$ cat src/rtl/perf_counter_unit.sv
// Performance-counter unit.
// Counts the core's one-cycle event strobes and free-running cycles, and exposes
// them through a 16-word register port with one cycle of read latency.
// Software controls enable, clear, halt-on-ecall, overflow status and the
// overflow interrupt enable through the same port.
module perf_counter_unit #(
    parameter int          CNT_W       = 32,     // event counter width, 8..32
    parameter int          NUM_EV      = 12,     // fixed to the ev_i bit map
    // Cycle counter value loaded by rst. Keep at 0 in silicon; a non-zero
    // preload lets a bench reach the 32-bit carry without 2^32 cycles.
    parameter logic [63:0] CYC_RST_VAL = 64'd0
) (
    input  logic              clk,
    input  logic              rst,
    input  logic [NUM_EV-1:0] ev_i,
    input  logic              csr_sel,
    input  logic              csr_we,
    input  logic [3:0]        csr_addr,
    input  logic [31:0]       csr_wdata,
    output logic [31:0]       csr_rdata,
    output logic              csr_rvalid,
    output logic              ovf_irq
);

    // Register map word indices above the per-event counters.
    localparam logic [3:0] ADDR_CYC_LO = 4'd12;
    localparam logic [3:0] ADDR_CYC_HI = 4'd13;
    localparam logic [3:0] ADDR_CTRL   = 4'd14;
    localparam logic [3:0] ADDR_OVF    = 4'd15;

    // ev_i bit carrying the ecall strobe.
    localparam int ECALL_BIT = 11;

    // CTRL field positions.
    localparam int CTRL_EN     = 0;
    localparam int CTRL_HALT   = 1;
    localparam int CTRL_CLR    = 2;
    localparam int CTRL_OVF_IE = 3;

    // ------------------------------------------------------------------
    // State
    // ------------------------------------------------------------------
    logic [CNT_W-1:0] r_evcnt [NUM_EV];
    logic [63:0]      r_cyc;
    logic [31:0]      r_hi_shadow;
    logic [NUM_EV:0]  r_ovf;          // [NUM_EV] is the cycle counter
    logic             r_en;
    logic             r_halt;
    logic             r_ovf_ie;
    logic [31:0]      r_rdata;
    logic             r_rvalid;

    // ------------------------------------------------------------------
    // Access decode
    // ------------------------------------------------------------------
    logic w_rd;
    logic w_wr;
    logic w_wr_ctrl;
    logic w_wr_ovf;
    logic w_clr;
    logic w_rd_cyc_lo;
    logic w_halt_now;

    assign w_rd        = csr_sel & ~csr_we;
    assign w_wr        = csr_sel &  csr_we;
    assign w_wr_ctrl   = w_wr & (csr_addr == ADDR_CTRL);
    assign w_wr_ovf    = w_wr & (csr_addr == ADDR_OVF);
    assign w_clr       = w_wr_ctrl & csr_wdata[CTRL_CLR];
    assign w_rd_cyc_lo = w_rd & (csr_addr == ADDR_CYC_LO);

    // An ecall retires while halting is armed: it is still counted this edge,
    // and en drops so nothing counts afterwards.
    assign w_halt_now  = r_en & r_halt & ev_i[ECALL_BIT];

    // Upper write-data bits have no register behind them.
    logic w_unused;
    assign w_unused = &{1'b0, csr_wdata[31:NUM_EV+1]};

    // ------------------------------------------------------------------
    // Wrap detection: a counter sitting at all-ones that increments this
    // edge rolls to zero and raises its overflow bit on the same edge.
    // ------------------------------------------------------------------
    logic [NUM_EV:0] w_ovf_set;

    // Flag every counter that is about to roll over.
    always_comb begin
        // NOTE: default first so every path assigns the signal and no latch is inferred.
        w_ovf_set = '0;
        for (int i = 0; i < NUM_EV; i++) begin
            w_ovf_set[i] = r_en & ev_i[i] & (&r_evcnt[i]);
        end
        w_ovf_set[NUM_EV] = r_en & (&r_cyc);
    end

    // ------------------------------------------------------------------
    // Counters
    // ------------------------------------------------------------------

    // Event and cycle counters: clear wins over counting, counting needs en.
    always_ff @(posedge clk or posedge rst) begin
        if (rst) begin
            // NOTE: the counter array is a bank of flops, not a RAM, so every slot is reset here.
            for (int i = 0; i < NUM_EV; i++) begin
                r_evcnt[i] <= '0;
            end
            r_cyc <= CYC_RST_VAL;
        end else if (w_clr) begin
            // Events arriving with the clear are dropped on purpose.
            for (int i = 0; i < NUM_EV; i++) begin
                r_evcnt[i] <= '0;
            end
            r_cyc <= '0;
        end else if (r_en) begin
            for (int i = 0; i < NUM_EV; i++) begin
                if (ev_i[i]) begin
                    // NOTE: non-blocking so every register in this block updates from pre-edge values.
                    r_evcnt[i] <= r_evcnt[i] + CNT_W'(1);
                end
            end
            r_cyc <= r_cyc + 64'd1;
        end
    end

    // Sticky overflow status: write-1-to-clear, but a fresh wrap on the same
    // edge keeps its bit set.
    always_ff @(posedge clk or posedge rst) begin
        if (rst) begin
            r_ovf <= '0;
        end else if (w_clr) begin
            r_ovf <= '0;
        end else if (w_wr_ovf) begin
            r_ovf <= (r_ovf & ~csr_wdata[NUM_EV:0]) | w_ovf_set;
        end else begin
            r_ovf <= r_ovf | w_ovf_set;
        end
    end

    // Upper cycle word snapshot taken by a CYC_LO read, so LO then HI reads
    // form one coherent 64-bit value even across a carry.
    always_ff @(posedge clk or posedge rst) begin
        if (rst) begin
            r_hi_shadow <= '0;
        end else if (w_clr) begin
            r_hi_shadow <= '0;
        end else if (w_rd_cyc_lo) begin
            r_hi_shadow <= r_cyc[63:32];
        end
    end

    // ------------------------------------------------------------------
    // Control register
    // ------------------------------------------------------------------

    // CTRL fields; an explicit software write takes precedence over the
    // halt-on-ecall auto-disable in the same cycle.
    always_ff @(posedge clk or posedge rst) begin
        if (rst) begin
            r_en     <= 1'b1;
            r_halt   <= 1'b0;
            r_ovf_ie <= 1'b0;
        end else if (w_wr_ctrl) begin
            r_en     <= csr_wdata[CTRL_EN];
            r_halt   <= csr_wdata[CTRL_HALT];
            r_ovf_ie <= csr_wdata[CTRL_OVF_IE];
        end else if (w_halt_now) begin
            r_en     <= 1'b0;
        end
    end

    // ------------------------------------------------------------------
    // Read port
    // ------------------------------------------------------------------
    logic [31:0] w_rd_mux;

    // Select the pre-edge value of the addressed register.
    always_comb begin
        w_rd_mux = '0;
        if (csr_addr < 4'(NUM_EV)) begin
            w_rd_mux[CNT_W-1:0] = r_evcnt[csr_addr];
        end else begin
            case (csr_addr)
                ADDR_CYC_LO: w_rd_mux = r_cyc[31:0];
                ADDR_CYC_HI: w_rd_mux = r_hi_shadow;
                ADDR_CTRL: begin
                    w_rd_mux[CTRL_EN]     = r_en;
                    w_rd_mux[CTRL_HALT]   = r_halt;
                    w_rd_mux[CTRL_OVF_IE] = r_ovf_ie;
                end
                ADDR_OVF:    w_rd_mux[NUM_EV:0] = r_ovf;
                default:     w_rd_mux = '0;
            endcase
        end
    end

    // Register read data for one cycle; data is forced to zero without rvalid.
    always_ff @(posedge clk or posedge rst) begin
        if (rst) begin
            r_rdata  <= '0;
            r_rvalid <= 1'b0;
        end else begin
            r_rdata  <= w_rd ? w_rd_mux : 32'd0;
            r_rvalid <= w_rd;
        end
    end

    assign csr_rdata  = r_rdata;
    assign csr_rvalid = r_rvalid;
    assign ovf_irq    = r_ovf_ie & (|r_ovf);

endmodule

$ cat config.mk
export PLATFORM = sky130hd
export DESIGN_NAME = perf_counter_unit
export DESIGN_NICKNAME = d
export VERILOG_FILES = /design/src/rtl/perf_counter_unit.sv
export SDC_FILE = /design/constraint.sdc
export NUM_CORES = 2
export LEC_CHECK = 0
export BUFFER_PORTS_ARGS = -buffer_cell sky130_fd_sc_hd__buf_2
export CAP_MARGIN = 20
export CORE_ASPECT_RATIO = 1.5
export CORE_UTILIZATION = 50
export DETAILED_ROUTE_END_ITERATION = 16
export PLACE_DENSITY = 0.66
export SLEW_MARGIN = 25
export SYNTH_ARGS = -nofsm -noshare
export SYNTH_HDL_FRONTEND = slang
export SYNTH_SLANG_ARGS = --single-unit
$ cat constraint.sdc
create_clock -name clk -period 35.1 [get_ports clk]
set_input_delay 1.755 -clock clk [delete_from_list [all_inputs] [get_ports clk]]
set_output_delay 1.755 -clock clk [all_outputs]
set_load 0.02 [all_outputs]
## Yosys cells after proc, flatten, opt, wreduce, memory -nomap -nowiden

Index checks and enable logic that the tools add are counted.

| cells by class | value |
|---|---|
| equal/unequal tests | 4 |
| reductions and logical operators | 41 |
| $add $sub $neg | 13 |
| $lt $le $gt $ge | 2 |
| multiplexer cells | 32 |
| bitwise operators | 40 |

Operators with widths:

| kind | count |
|---|---|
| 384-bit two-way mux | 2 |
| 32-bit two-way mux | 18 |
| 32-bit by 1-bit adder with 32-bit output (second input constant) | 12 |
| 32-bit AND reduction | 12 |
| 32-bit binary-select mux with 4-bit select | 1 |
| 64-bit two-way mux | 2 |
| 64-bit by 1-bit adder with 64-bit output (second input constant) | 1 |
| 64-bit AND reduction | 1 |
| 19-bit case mux with 2 select lines | 1 |
| 1-bit bitwise AND | 34 |
| 2-bit nonzero test | 15 |
| 9-bit case mux with 3 select lines | 1 |
| 13-bit two-way mux | 2 |
| 13-bit OR | 2 |
| 2-bit AND reduction | 12 |
| 4-bit equality test (second input constant) | 4 |
| 13-bit bitwise AND | 1 |
| 13-bit inverter | 1 |
| 13-bit OR reduction | 1 |
| 2-bit case mux with 4 select lines | 1 |
| 5-bit >= comparator (second input constant) | 1 |
| 4-bit inverter with 5-bit output | 1 |
| 4-bit < comparator (second input constant) | 1 |
| 1-bit case mux with 4 select lines | 1 |
| 3 further kinds | 4 |

| storage, ports and cells | value |
|---|---|
| register bits | 529 |
| word-level logic and storage cells | 152 |
| bits of input ports | 52 |
| output and inout port bits | 34 |

## Longest topological paths before layout

| logic depth | value |
|---|---|
| word-level depth | 6 |
| gate-level depth with buffers | 9 |
| gate-level depth less buffers | 6 |

## Least setup slack after synthesis

No wires, ideal clock.

| timing | value |
|---|---|
| path type | input to register |
| start | input csr_addr[1] |
| end | register r_rdata[0], in the netlist csr_rdata[0] |
| slack | 31521 ps |
| path buffers | 3 |
| required time | 34981 ps |
| arrival | 3460 ps |
| stages on the path | 6 |
| setup time | 119 ps |
| cell sequence | buf_2 > buf_2 > buf_1 > mux4_2 > mux4_2 > and2_1 |

| between the ends | value |
|---|---|
| word-level cells in the longest chain between the ends | 6 |
| elaborated cells on any way between the ends | 12 |
| classes of those cells | order compare: 1; eq/ne: 4; mux: 6; bitwise: 1 |

Ends and longest elaborated chain:

| element | line | RTL |
|---|---|---|
| from (decl) | 18 | `input logic [3:0] csr_addr,` |
| 4-bit inverter with 5-bit output (not written as such) | 179 | `w_rd_mux[CNT_W-1:0] = r_evcnt[csr_addr];` |
| 32-bit binary-select mux with 4-bit select | 179 |  |
| 32-bit two-way mux (not written as such) (2 in a row) | 179 |  |
| 32-bit two-way mux * | 178 | `if (csr_addr < 4'(NUM_EV)) begin` |
| 32-bit two-way mux * | 201 | `r_rdata <= w_rd ? w_rd_mux : 32'd0;` |
| to (signal assigned) | 201 |  |
| to (decl) | 50 | `logic [31:0] r_rdata;` |

Every way passes the cells marked *; elsewhere a longest branch is shown, timed or not. The select of a mux whose other input is x is not followed.
A chain may end at the register's enable or synchronous reset.

## Worst setup path after layout

| timing | value |
|---|---|
| start | input csr_addr[1] |
| end | register r_cyc[60] |

| between the ends | value |
|---|---|
| word-level cells in the longest chain between the ends | 4 |
| elaborated cells on any way between the ends | 5 |
| classes of those cells | eq/ne: 1; mux: 1; bitwise: 2; reduce/logical: 1 |

Ends and longest elaborated chain:

| element | line | RTL |
|---|---|---|
| 4-bit equality test * | 66 | `assign w_wr_ctrl = w_wr & (csr_addr == ADDR_CTRL);` |
| 1-bit bitwise AND * | 66 |  |
| 1-bit bitwise AND * | 68 | `assign w_clr = w_wr_ctrl & csr_wdata[CTRL_CLR];` |
| 64-bit two-way mux / 2-bit nonzero test (equally long branches) | n/a |  |
| to (signal assigned) | 120 | `r_cyc <= r_cyc + 64'd1;` |
| to (decl) | 44 | `logic [63:0] r_cyc;` |

Every way passes the cells marked *; elsewhere a longest branch is shown, timed or not.

==> metrics.txt <==
status=finished clean; initial DRC count=2041; max_cap viols=0; Unique masters post-synth=64; first-pass GRT wire length=137000 um; RSZ-0062 raised after global routing=false; FP Rows=108; routed via count=23500; P&R area growth vs syn=9.98%; fmax=204 MHz; worst path bufs/invs=3; Hold Path Sink=r_ovf[9]; DRT antenna net count=0; PortBufs=66; diode count=0; TritonCTS Buffers=53; CTS Hold Bufs=0; CTS H-Tree Depth=2; syn nets=3020; reg2reg start=r_en; min Tclk post-route=4.90 ns; largest net degree at the start of global routing=231; period utilization=14.0%; initial antenna violation count=5; Fill cells=5113; Worst EP required=35.60 ns; worst hold path depth=1; Final WS setup=30.20 ns; Total Nets Final=3026; worst-margin pin slew=1.12 ns; crit end category=flop; top_reg_cell synth=dfrtp_1; slowest stage cell, crit path=buf_4; Pre-antenna DRT Iters=6; full die area=59200 um^2; CTS tree=built; Post-Synthesis Cells=2955; Longest Clk Path Bufs=3; Die Y=298 um; crit path DAT=5.40 ns; CTS clock-pin slew for the worst setup and hold paths=0.06 ns; drt wl/cell=23.2 um; vias in the first global route=23100; max incr delay on CP=0.76 ns; mapped cell area=29100 um^2; Worst setup SP type=input port; TritonCTS Sinks=529; Hold WC Path Type=flop to flop; Die Wd=199 um; synthesized area per cell=9.86 um^2; Hold Path Origin=r_ovf[9]; P per Cell Area=48.4 nW/um^2; critical path type=input port to flop; WL final=87500 um; # setup viols final=0; final hold violations=0; Seq/Total Area, Yosys=45.5%; core box area=57700 um^2; clock root buffer master=clkbuf_16; crit path max fanout=230; post_cts resized=0; Async S/R FF share, synth=100%; initial core utilization=50.5%; post-DP HPWL=63200 um; num ports=86; Clock Latency Late Sink=0.62 ns; CP dominant cell by count=buf_4; EDFF count, synth=0; setup_tns=0 ns; worst reg2reg path depth=6; Residual DRC=0; Final Wtd Congestion=0.961; synthesized flop and latch total=529; Pins Over Slew Limit=0; family with the most delay on the worst path=buffers and inverters; Leakage Power=13.9 nW; reg2reg end=r_cyc[63]; grt total ovfl=0; GRT Resource Usage Total=30.3%; Worst VDD drop=0.0352 mV; R2R Setup Slk=31.48 ns; vias per cell=6.22; Post-CTS Setup Bufs=0; Place WS=29.50 ns; relative slew slack=25.0%; share of cells above drive strength 1=11.3%; synth warn=0; CP Cell Sequence=buf_4, nand4b_2, nor2_4, buf_12, buf_4, nor2_1, nand4_1, o21ai_0; skew final=0.0267 ns
-- kinds of logic (layout without fill, tap and decap cells) --
kind of cell             after synthesis  count (layout)  synth area share [%]
XOR/XNOR                             375             375                  11.3
adder cells (fa/ha/maj)               13              13                 0.559
AND/OR/NAND/NOR                     1451            1451                  24.8
buffers and inverters                205             256                  3.05
multiplexers                         165             165                  10.5
flip-flops                           529             529                  45.5
AO/OA/AOI/OAI                        217             217                  4.29
-- registers in the layout, indices dropped and copies added, names as in the netlist --
signal	flops
r_halt	1
r_ovf	13
r_en	1
csr_rvalid	1
r_cyc	64
r_ovf_ie	1
r_evcnt	384
csr_rdata	32
r_hi_shadow	32
-- final cells by class --
| class | instances | area [um^2] | area share [%] |
|---|---|---|---|
| tap | 770 | 963 | 3.01 |
| sequential | 529 | 13200 | 41.3 |
| inverter | 64 | 248 | 0.773 |
| multi-input combinational | 2221 | 15100 | 47.1 |
| clock inverter | 20 | 280 | 0.875 |
| timing repair buffer | 92 | 561 | 1.75 |
| clock buffer | 80 | 1650 | 5.15 |
-- cells in the final DEF, fill, tap and decap left out, types with 54 or more instances in the layout --
cell type,instances
mux4_2,111
nand2_1,252
clkbuf_16,55
nand3_1,192
dfrtp_1,528
inv_1,63
nand4_1,175
and3_1,54
buf_2,64
a21oi_1,114
xnor2_1,119
xor2_1,256
nor2_1,487
-- metal layers --
| metal | global-route usage, % | vias to the layer above | part of all wire [%] | wire length (um) |
|---|---|---|---|---|
| li1 | - | 10500 | - | - |
| met1 | 38.2 | 11900 | 38 | 33300 |
| met2 | 49.4 | 892 | 49 | 42700 |
| met3 | 5.02 | 238 | 6.9 | 6000 |
| met4 | 16.7 | 2 | 6.3 | 5520 |
| met5 | 0 | - | 0.015 | 13 |
-- worst reg2reg max path: cells and delay by family (launching register included) --
family                 cells  cell delay [ns]
flip-flops                 1             0.52
AND/OR/NAND/NOR            4             2.32
buffers and inverters      1             0.53
AO/OA/AOI/OAI              1             0.17
-- report_power, final --
group	leakage (nW)	internal, mW	switching [mW]
logic	5.87	0.0790	0.109
clock network	0.940	0.370	0.258
registers	7.07	0.662	0.0721
-- synthesized netlist by cell type, types with 2 or more instances --
| cell type | instances | area [um^2] |
|---|---|---|
| or3_1 | 31 | 194 |
| clkbuf_1 | 43 | 161 |
| xnor2_1 | 119 | 1040 |
| clkbuf_2 | 3 | 15.0 |
| buf_2 | 79 | 395 |
| and4_1 | 38 | 333 |
| mux4_2 | 111 | 2500 |
| and2_1 | 39 | 244 |
| dfrtp_1 | 528 | 13200 |
| or4b_1 | 2 | 20.0 |
| o21ai_0 | 35 | 175 |
| and3_1 | 54 | 338 |
| buf_1 | 13 | 48.8 |
| nand2_1 | 253 | 950 |
| buf_4 | 2 | 15.0 |
| ha_1 | 13 | 163 |
| a21oi_1 | 114 | 571 |
| nand2b_1 | 8 | 50.1 |
| o22ai_1 | 19 | 119 |
| nand3_1 | 192 | 961 |
| nand4_1 | 175 | 1090 |
| or4_1 | 27 | 203 |
| nor3_2 | 4 | 40.0 |
| a32oi_1 | 3 | 26.3 |
| nor4_1 | 57 | 357 |
| nor2_1 | 488 | 1830 |
| o21ai_1 | 3 | 15.0 |
| a22o_1 | 13 | 114 |
| nand4b_1 | 4 | 35.0 |
| mux2i_1 | 45 | 450 |
| xor2_1 | 256 | 2240 |
| nor4_4 | 2 | 42.5 |
| o211ai_1 | 8 | 60.1 |
| nor3_1 | 50 | 250 |
| or2_2 | 3 | 18.8 |
| mux2_2 | 8 | 90.1 |
| nor4b_1 | 2 | 17.5 |
| nand4_2 | 2 | 25.0 |
| o31ai_1 | 13 | 97.6 |
| nor4_2 | 9 | 113 |
| inv_1 | 64 | 240 |
-- metrics by stage --
stage          util (%)  instances  power, mW  hold WS (ns)  area, um^2
6_report           55.5       3776       1.55         0.530       32000
3_5_place_dp       52.1       3676      0.930         0.507       30100
4_1_cts            55.5       3776       1.56         0.525       32000
3_3_place_gp       52.1       3676      0.920         0.498       30000
2_1_floorplan         -       2955      0.862         0.467       29100
5_1_grt            55.5       3776       1.61         0.540       32000
-- how the worst max path moves through the flow --
stage                   endpoint  slack, ns         from  cells after the start
floorplan           csr_rdata[0]      18.56          rst                      1
global placement    r_evcnt[188]      29.54  csr_addr[1]                      7
detailed placement  r_evcnt[189]      29.50  csr_addr[1]                      7
CTS                 r_evcnt[188]      30.11  csr_addr[1]                      7
global route            r_ovf[9]      29.94  csr_addr[3]                      8
finish                 r_cyc[60]      30.20  csr_addr[1]                      8
No activity file was read; power rests on OpenSTA's default activity.
